## src/rtl/lut_config_loader_pkg.sv

```systemverilog
// Shared definitions for the LUT configuration loader: FSM encoding and
// helpers for deriving chunk count and counter width.
package lut_cfg_pkg;

  typedef enum logic [1:0] {
    IDLE   = 2'd0,
    LOAD   = 2'd1,
    COMMIT = 2'd2,
    PASS   = 2'd3
  } state_t;

  function automatic int calc_nwords(input int mem_size, input int word);
    return mem_size / word;
  endfunction

  // A single-chunk table still needs a 1-bit counter.
  function automatic int cnt_width(input int nwords);
    return ($clog2(nwords) < 1) ? 1 : $clog2(nwords);
  endfunction

endpackage

```

## src/rtl/lut_config_loader_if.sv

```systemverilog
// Stream and LUT-facing signals of the configuration loader, bundled so the
// upstream driver and the loader share one connection.
interface lut_config_loader_if #(
  parameter int INPUTS = 4,
  parameter int WORD   = 4
);
  localparam int MEM_SIZE = 2 ** INPUTS;

  logic                cfg_start;
  logic                in_valid;
  logic                in_ready;
  logic [WORD-1:0]     in_data;
  logic                out_valid;
  logic                out_ready;
  logic [WORD-1:0]     out_data;
  logic [MEM_SIZE-1:0] config_in;
  logic                cen;
  logic                cfg_done;

  modport master (
    output cfg_start, in_valid, in_data, out_ready,
    input  in_ready, out_valid, out_data, config_in, cen, cfg_done
  );

  modport slave (
    input  cfg_start, in_valid, in_data, out_ready,
    output in_ready, out_valid, out_data, config_in, cen, cfg_done
  );

endinterface

```

## src/rtl/lut_config_loader.sv

```systemverilog
// Deserializes a chunked truth-table stream into the LUT, strobes cen once to
// commit it, then forwards later chunks down the daisy chain.
module lut_config_loader
  import lut_cfg_pkg::*;
#(
  parameter int INPUTS = 4,
  parameter int WORD   = 4
) (
  input  logic                cclk,
  input  logic                rst_n,
  lut_config_loader_if.slave  bus
);

  localparam int MEM_SIZE = 2 ** INPUTS;
  localparam int NWORDS   = calc_nwords(MEM_SIZE, WORD);
  localparam int CW       = cnt_width(NWORDS);

  if (MEM_SIZE % WORD != 0) begin : g_bad_word
    $error("lut_config_loader: WORD must divide MEM_SIZE exactly");
  end

  state_t              state;
  logic [MEM_SIZE-1:0] shreg;
  logic [CW-1:0]       count;
  logic                cen_r;
  logic                done_r;

  // cfg_start outranks every state, and the chunk offered alongside it is
  // refused so a restart never absorbs a stale word.
  always_ff @(posedge cclk) begin
    if (!rst_n) begin
      state  <= IDLE;
      shreg  <= '0;
      count  <= '0;
      cen_r  <= 1'b0;
      done_r <= 1'b0;
    end else begin
      cen_r <= 1'b0;
      if (bus.cfg_start) begin
        state  <= LOAD;
        shreg  <= '0;
        count  <= '0;
        done_r <= 1'b0;
      end else begin
        case (state)
          IDLE: state <= IDLE;
          LOAD: begin
            if (bus.in_valid) begin
              shreg <= {shreg[MEM_SIZE-WORD-1:0], bus.in_data};
              if (count == CW'(NWORDS - 1)) begin
                count <= '0;
                state <= COMMIT;
                cen_r <= 1'b1;
              end else begin
                count <= count + 1'b1;
              end
            end
          end
          COMMIT: begin
            state  <= PASS;
            done_r <= 1'b1;
          end
          PASS:    state <= PASS;
          default: state <= IDLE;
        endcase
      end
    end
  end

  assign bus.in_ready  = !bus.cfg_start &&
                         ((state == LOAD) || ((state == PASS) && bus.out_ready));
  assign bus.out_valid = !bus.cfg_start && (state == PASS) && bus.in_valid;
  assign bus.out_data  = bus.in_data;
  assign bus.config_in = shreg;
  assign bus.cen       = cen_r;
  assign bus.cfg_done  = done_r;

endmodule

```

## src/flat_wrapper.sv

```systemverilog
// flat-port wrapper written by rule: the top's interface ports become plain ports
module lut_config_loader_flat import lut_cfg_pkg::*;
#(
  parameter int INPUTS = 4,
  parameter int WORD   = 4
)
  (cclk, rst_n, bus_cfg_start, bus_in_valid, bus_in_data, bus_out_ready, bus_in_ready, bus_out_valid, bus_out_data, bus_config_in, bus_cen, bus_cfg_done);
  lut_config_loader_if #(.INPUTS(INPUTS), .WORD(WORD)) bus_i ();
  input  logic cclk;
  input  logic rst_n;
  input wire logic [$bits(bus_i.cfg_start)-1:0] bus_cfg_start;
  input wire logic [$bits(bus_i.in_valid)-1:0] bus_in_valid;
  input wire logic [$bits(bus_i.in_data)-1:0] bus_in_data;
  input wire logic [$bits(bus_i.out_ready)-1:0] bus_out_ready;
  output wire logic [$bits(bus_i.in_ready)-1:0] bus_in_ready;
  output wire logic [$bits(bus_i.out_valid)-1:0] bus_out_valid;
  output wire logic [$bits(bus_i.out_data)-1:0] bus_out_data;
  output wire logic [$bits(bus_i.config_in)-1:0] bus_config_in;
  output wire logic [$bits(bus_i.cen)-1:0] bus_cen;
  output wire logic [$bits(bus_i.cfg_done)-1:0] bus_cfg_done;
  assign bus_i.cfg_start = bus_cfg_start;
  assign bus_i.in_valid = bus_in_valid;
  assign bus_i.in_data = bus_in_data;
  assign bus_i.out_ready = bus_out_ready;
  assign bus_in_ready = bus_i.in_ready;
  assign bus_out_valid = bus_i.out_valid;
  assign bus_out_data = bus_i.out_data;
  assign bus_config_in = bus_i.config_in;
  assign bus_cen = bus_i.cen;
  assign bus_cfg_done = bus_i.cfg_done;
  lut_config_loader #(.INPUTS(INPUTS), .WORD(WORD)) u_core (.cclk(cclk), .rst_n(rst_n), .bus(bus_i));
endmodule
```

## config.mk

```make
export PLATFORM = sky130hd
export DESIGN_NAME = lut_config_loader_flat
export DESIGN_NICKNAME = d
export VERILOG_FILES = /design/src/rtl/lut_config_loader_pkg.sv /design/src/rtl/lut_config_loader_if.sv /design/src/rtl/lut_config_loader.sv /design/src/flat_wrapper.sv
export SDC_FILE = /design/constraint.sdc
export NUM_CORES = 1
export LEC_CHECK = 0
export ABC_AREA = 1
export BUFFER_PORTS_ARGS = -buffer_cell sky130_fd_sc_hd__buf_2
export CORE_UTILIZATION = 43
export DETAILED_ROUTE_END_ITERATION = 8
export PLACE_DENSITY = 0.73
export SLEW_MARGIN = 10
export SYNTH_ARGS = -nofsm -noshare
export SYNTH_HDL_FRONTEND = slang
export SYNTH_SLANG_ARGS = --single-unit
```

## constraint.sdc

```tcl
create_clock -name cclk -period 1.1 [get_ports cclk]
set_clock_uncertainty 0.1 [all_clocks]
set_input_delay 0.22 -clock cclk [delete_from_list [all_inputs] [get_ports cclk]]
set_output_delay 0.22 -clock cclk [all_outputs]
set_load 0.05 [all_outputs]
```

==> flow_summary.toml, run 1 <==
[floorplan]
die_x_um = 49.3
start_util = 0.471
rows = 16
pin_count = 33
die_y_um = 49.3

[cts]
holdBufCountCts = 0
cts.htree.levels = 1
clockBufferDepth = 2
cts_buffers = 3
root_buffer = "clkbuf_4"
clock-sinks = 22

[synth]
synthCells = 145
yosys_warnings = 0
syn_area_per_cell_sq_um = 6.64
syn_nets = 155
yosysTopAreaCell = "dfxtp_1"
seq_area_frac_synth = 0.458
synth.area.top_cells = "dfxtp_1 46%, nor2_1 18%, nand2_1 16%"
synth_top_cell_area_share = 0.458
synth_seq_cells = 22
ys_types = 11
synth.cell_area_sq_um = 962

[placement]
dpl_cell_area_sq_um = 1160
gp_congestion = 0.779
hpwl_mm = 1.30
port_buffers = 32
dp_slack_ps = -57.4

[global_routing]
grt_max_degree = 13
antenna_found_initial = 0

[run_status]
outcome = "stopped before the end"
firstError = "[ERROR DPL-0033] detailed placement checks failed during check placement."
haltStage = "global routing"

[timing]
grt-worst-endpoint = "bus_in_ready"
worstEpCategory = "primary output"
## Yosys cell counts
master / n
a21oi_1: 2
buf_2: 3
buf_4: 4
buf_6: 2
dfxtp_1: 22
ha_1: 1
inv_1: 22
nand2_1: 41
nand3_1: 1
nand3_4: 1
nor2_1: 46
## stage by stage
step                cells  TNS [ps]  hold slack (ps)
floorplan             145         0              244
detailed placement    201      -117              360
CTS                   225     -3950             26.8
global placement      201     -49.2              348
## timing repair
| action | 4_1_cts |
|---|---|
| gates cloned | 5 |
| setup buffers | 15 |
| resized for setup | 94 |
| setup endpoints to repair | 31 |
| pin swaps | 5 |
## cell families after synthesis
logic type,Yosys count,synth area share
flip-flops,22,0.458
AO/OA/AOI/OAI,2,0.0104
AND/OR/NAND/NOR,89,0.363
adder cells (fa/ha/maj),1,0.0130
buffers and inverters,31,0.156
==> run 2: changes to the inputs <==
Settings changed: CORE_AREA from default to 2 2 63 65, CORE_UTILIZATION 43 to default, DIE_AREA from default to 0 0 65 67, PLACE_DENSITY 0.73 to default, PLACE_DENSITY_LB_ADDON from default to 0.15.
Clock period 1.1 ns to 1.45 ns, I/O delays scaled along.
==> flow_summary.toml, run 2 <==
[global_routing]
overflow = 0
grt_pass1_vias = 730
grt_usage = 0.0948
antenna_found_initial = 0
grt_max_degree = 38
grt_pass1_wl_mm = 3.09

[placement]
hpwl_mm = 1.23
dp_slack_ps = 156
port_buffers = 32
dp.cells = 217
gp_congestion = 0.698

[cts]
clock-sinks = 22
clk_latency_ps = 260
holdBufCountCts = 0
cts_buffers = 3
cts.htree.levels = 1
clockBufferDepth = 2
root_buffer = "clkbuf_8"
clkTransAtPathRegs_ps = 80
cts_tree = "built"

[power_and_ir_drop]
p_int_mw = 0.912
ir_drop_mv = 0.451
p_clk_frac = 0.347
pwr-share-seq = 0.503
power.share.combinational = 0.150
switching_share = 0.273
p_sw_mw = 0.343
p_per_area_nw_per_um2 = 1030
leakagePower_nw = 0.689

[floorplan]
die_y_um = 67
pin_count = 33
core_sq_um = 3610
die_area_sq_um = 4360
start_util = 0.267
die_x_um = 65
rows = 22

[synth]
synth_top_cell_area_share = 0.458
seq_area_frac_synth = 0.458
yosysMostFrequentCell = "nor2_1"
syn_nets = 155
ys_types = 11
synth-edff-count = 0
synthFlopType = "dfxtp_1"
synthCells = 145
yosysTopAreaCell = "dfxtp_1"
synth.cell_area_sq_um = 962
ys_top_cells_by_count = "46 x nor2_1, 41 x nand2_1, 22 x dfxtp_1, 22 x inv_1, 4 x buf_4"
yosys_warnings = 0
synth_seq_cells = 22
async_flop_share = 0
syn_area_per_cell_sq_um = 6.64
synth.area.top_cells = "dfxtp_1 46%, nor2_1 18%, nand2_1 16%"

[timing]
finalCriticalPeriod_ps = 1420
fin_ws_ps = 28.3
setup_viol = 0
max_freq_ghz = 0.703
finalCritPeriodShare = 0.980
tightest_slew_ps = 396
drv_slew = 0
hold_viol_final = 0
slew_headroom = 0.736
holdWs_ps = 157
rsz0062_at_grt = "yes"

[cells_and_area]
fill_cells = 400
area_growth_pct = 26.8
nNetsFinal = 186
final_common_cell = "nor2_1"
antennaDiodeCount = 0
layout.cells.non_filler = 223
most-common-layout-cells = "43 x nor2_1, 41 x nand2_1, 30 x buf_2"
drive_gt1_frac = 0.263
largest_reg_flops = 16

[routing]
firstDrtPassIters = 4
wirelength_mm = 1.96
vias = 874
ant_nets = 0
route.detailed.drc = 0
drtIter0Drc = 17
wire_per_inst_um = 8.77
via_per_inst = 3.92

[critical_path]
start_kind = "flip-flop"
endpoint_kind = "output pin"
critical_path_class = "flip-flop to output pin"
path_max_fanout = 5
r2r_cells = 4
cp.arrival_ps = 1030
cp.required_ps = 1060

[worst_hold_path]
hold-path-cell-count = 3
hold_class = "input pin to flip-flop"

[run_status]
outcome = "completed"

[run]
drv_cap = 0
==> run 2: cell counts after synthesis <==
Identical to the previous run, type by type.
==> run 2: area by class of cell <==
type / instances / area (sq um) / share of cell area
timing repair buffer: 35 / 195 / 0.160
sequential: 22 / 445 / 0.365
clock buffer: 4 / 55.1 / 0.0451
inverter: 22 / 85.1 / 0.0697
multi-input combinational: 92 / 379 / 0.311
tap: 48 / 60.1 / 0.0492
==> run 2: worst max-delay path, stage by stage, from the launching register on <==
cell and delay, ps:
dfxtp_4 370, nand2_1 100, nor2_2 130, buf_6 170
==> run 2: metrics by stage <==
step	util	area [sq um]	power [mW]	setup TNS [ps]
after floorplan	-	962	0.796	-167
after global placement	0.311	1120	0.825	0
after detailed placement	0.311	1120	0.828	0
after CTS	0.329	1190	1.27	0
after global routing	0.338	1220	1.33	-37.0
final	0.338	1220	1.25	0
==> run 2: power by group through the flow <==
stage	Sequential [mW]	Clock (mW)	Combinational (mW)
floorplan	0.690	0	0.106
global placement	0.646	0	0.179
detailed placement	0.647	0	0.181
CTS	0.633	0.454	0.184
global route	0.634	0.489	0.206
finish	0.631	0.436	0.188
==> run 2: final timing paths <==
path                            start                       end  slack (ps)
hold / removal                  rst_n           u_core.state[0]         160
hold reg to reg   u_core.bus.cfg_done       u_core.bus.cfg_done         380
setup reg to reg      u_core.state[0]  u_core.bus.config_in[13]         180
setup / recovery      u_core.state[0]             bus_out_valid          30
==> run 2: repair_timing <==
action / CTS / global route
pin swaps: 0 / 1
gates cloned: 0 / 0
setup endpoints to repair: 2 / 2
setup buffers: 0 / 2
gates resized for setup: 5 / 7
==> run 2: cells by family after synthesis <==
| logic type | share of synthesized area |
|---|---|
| simple gates | 0.363 |
| buf+inv | 0.156 |
| flops | 0.458 |
| compound gates | 0.0104 |
| fa+ha+maj | 0.0130 |
==> run 2: layer usage <==
metal  track usage  share of wire
met5             0              0
met4        0.0559          0.018
met3        0.0287          0.064
met2         0.152           0.46
met1         0.111           0.46
Power figures use the tool's default switching activity.
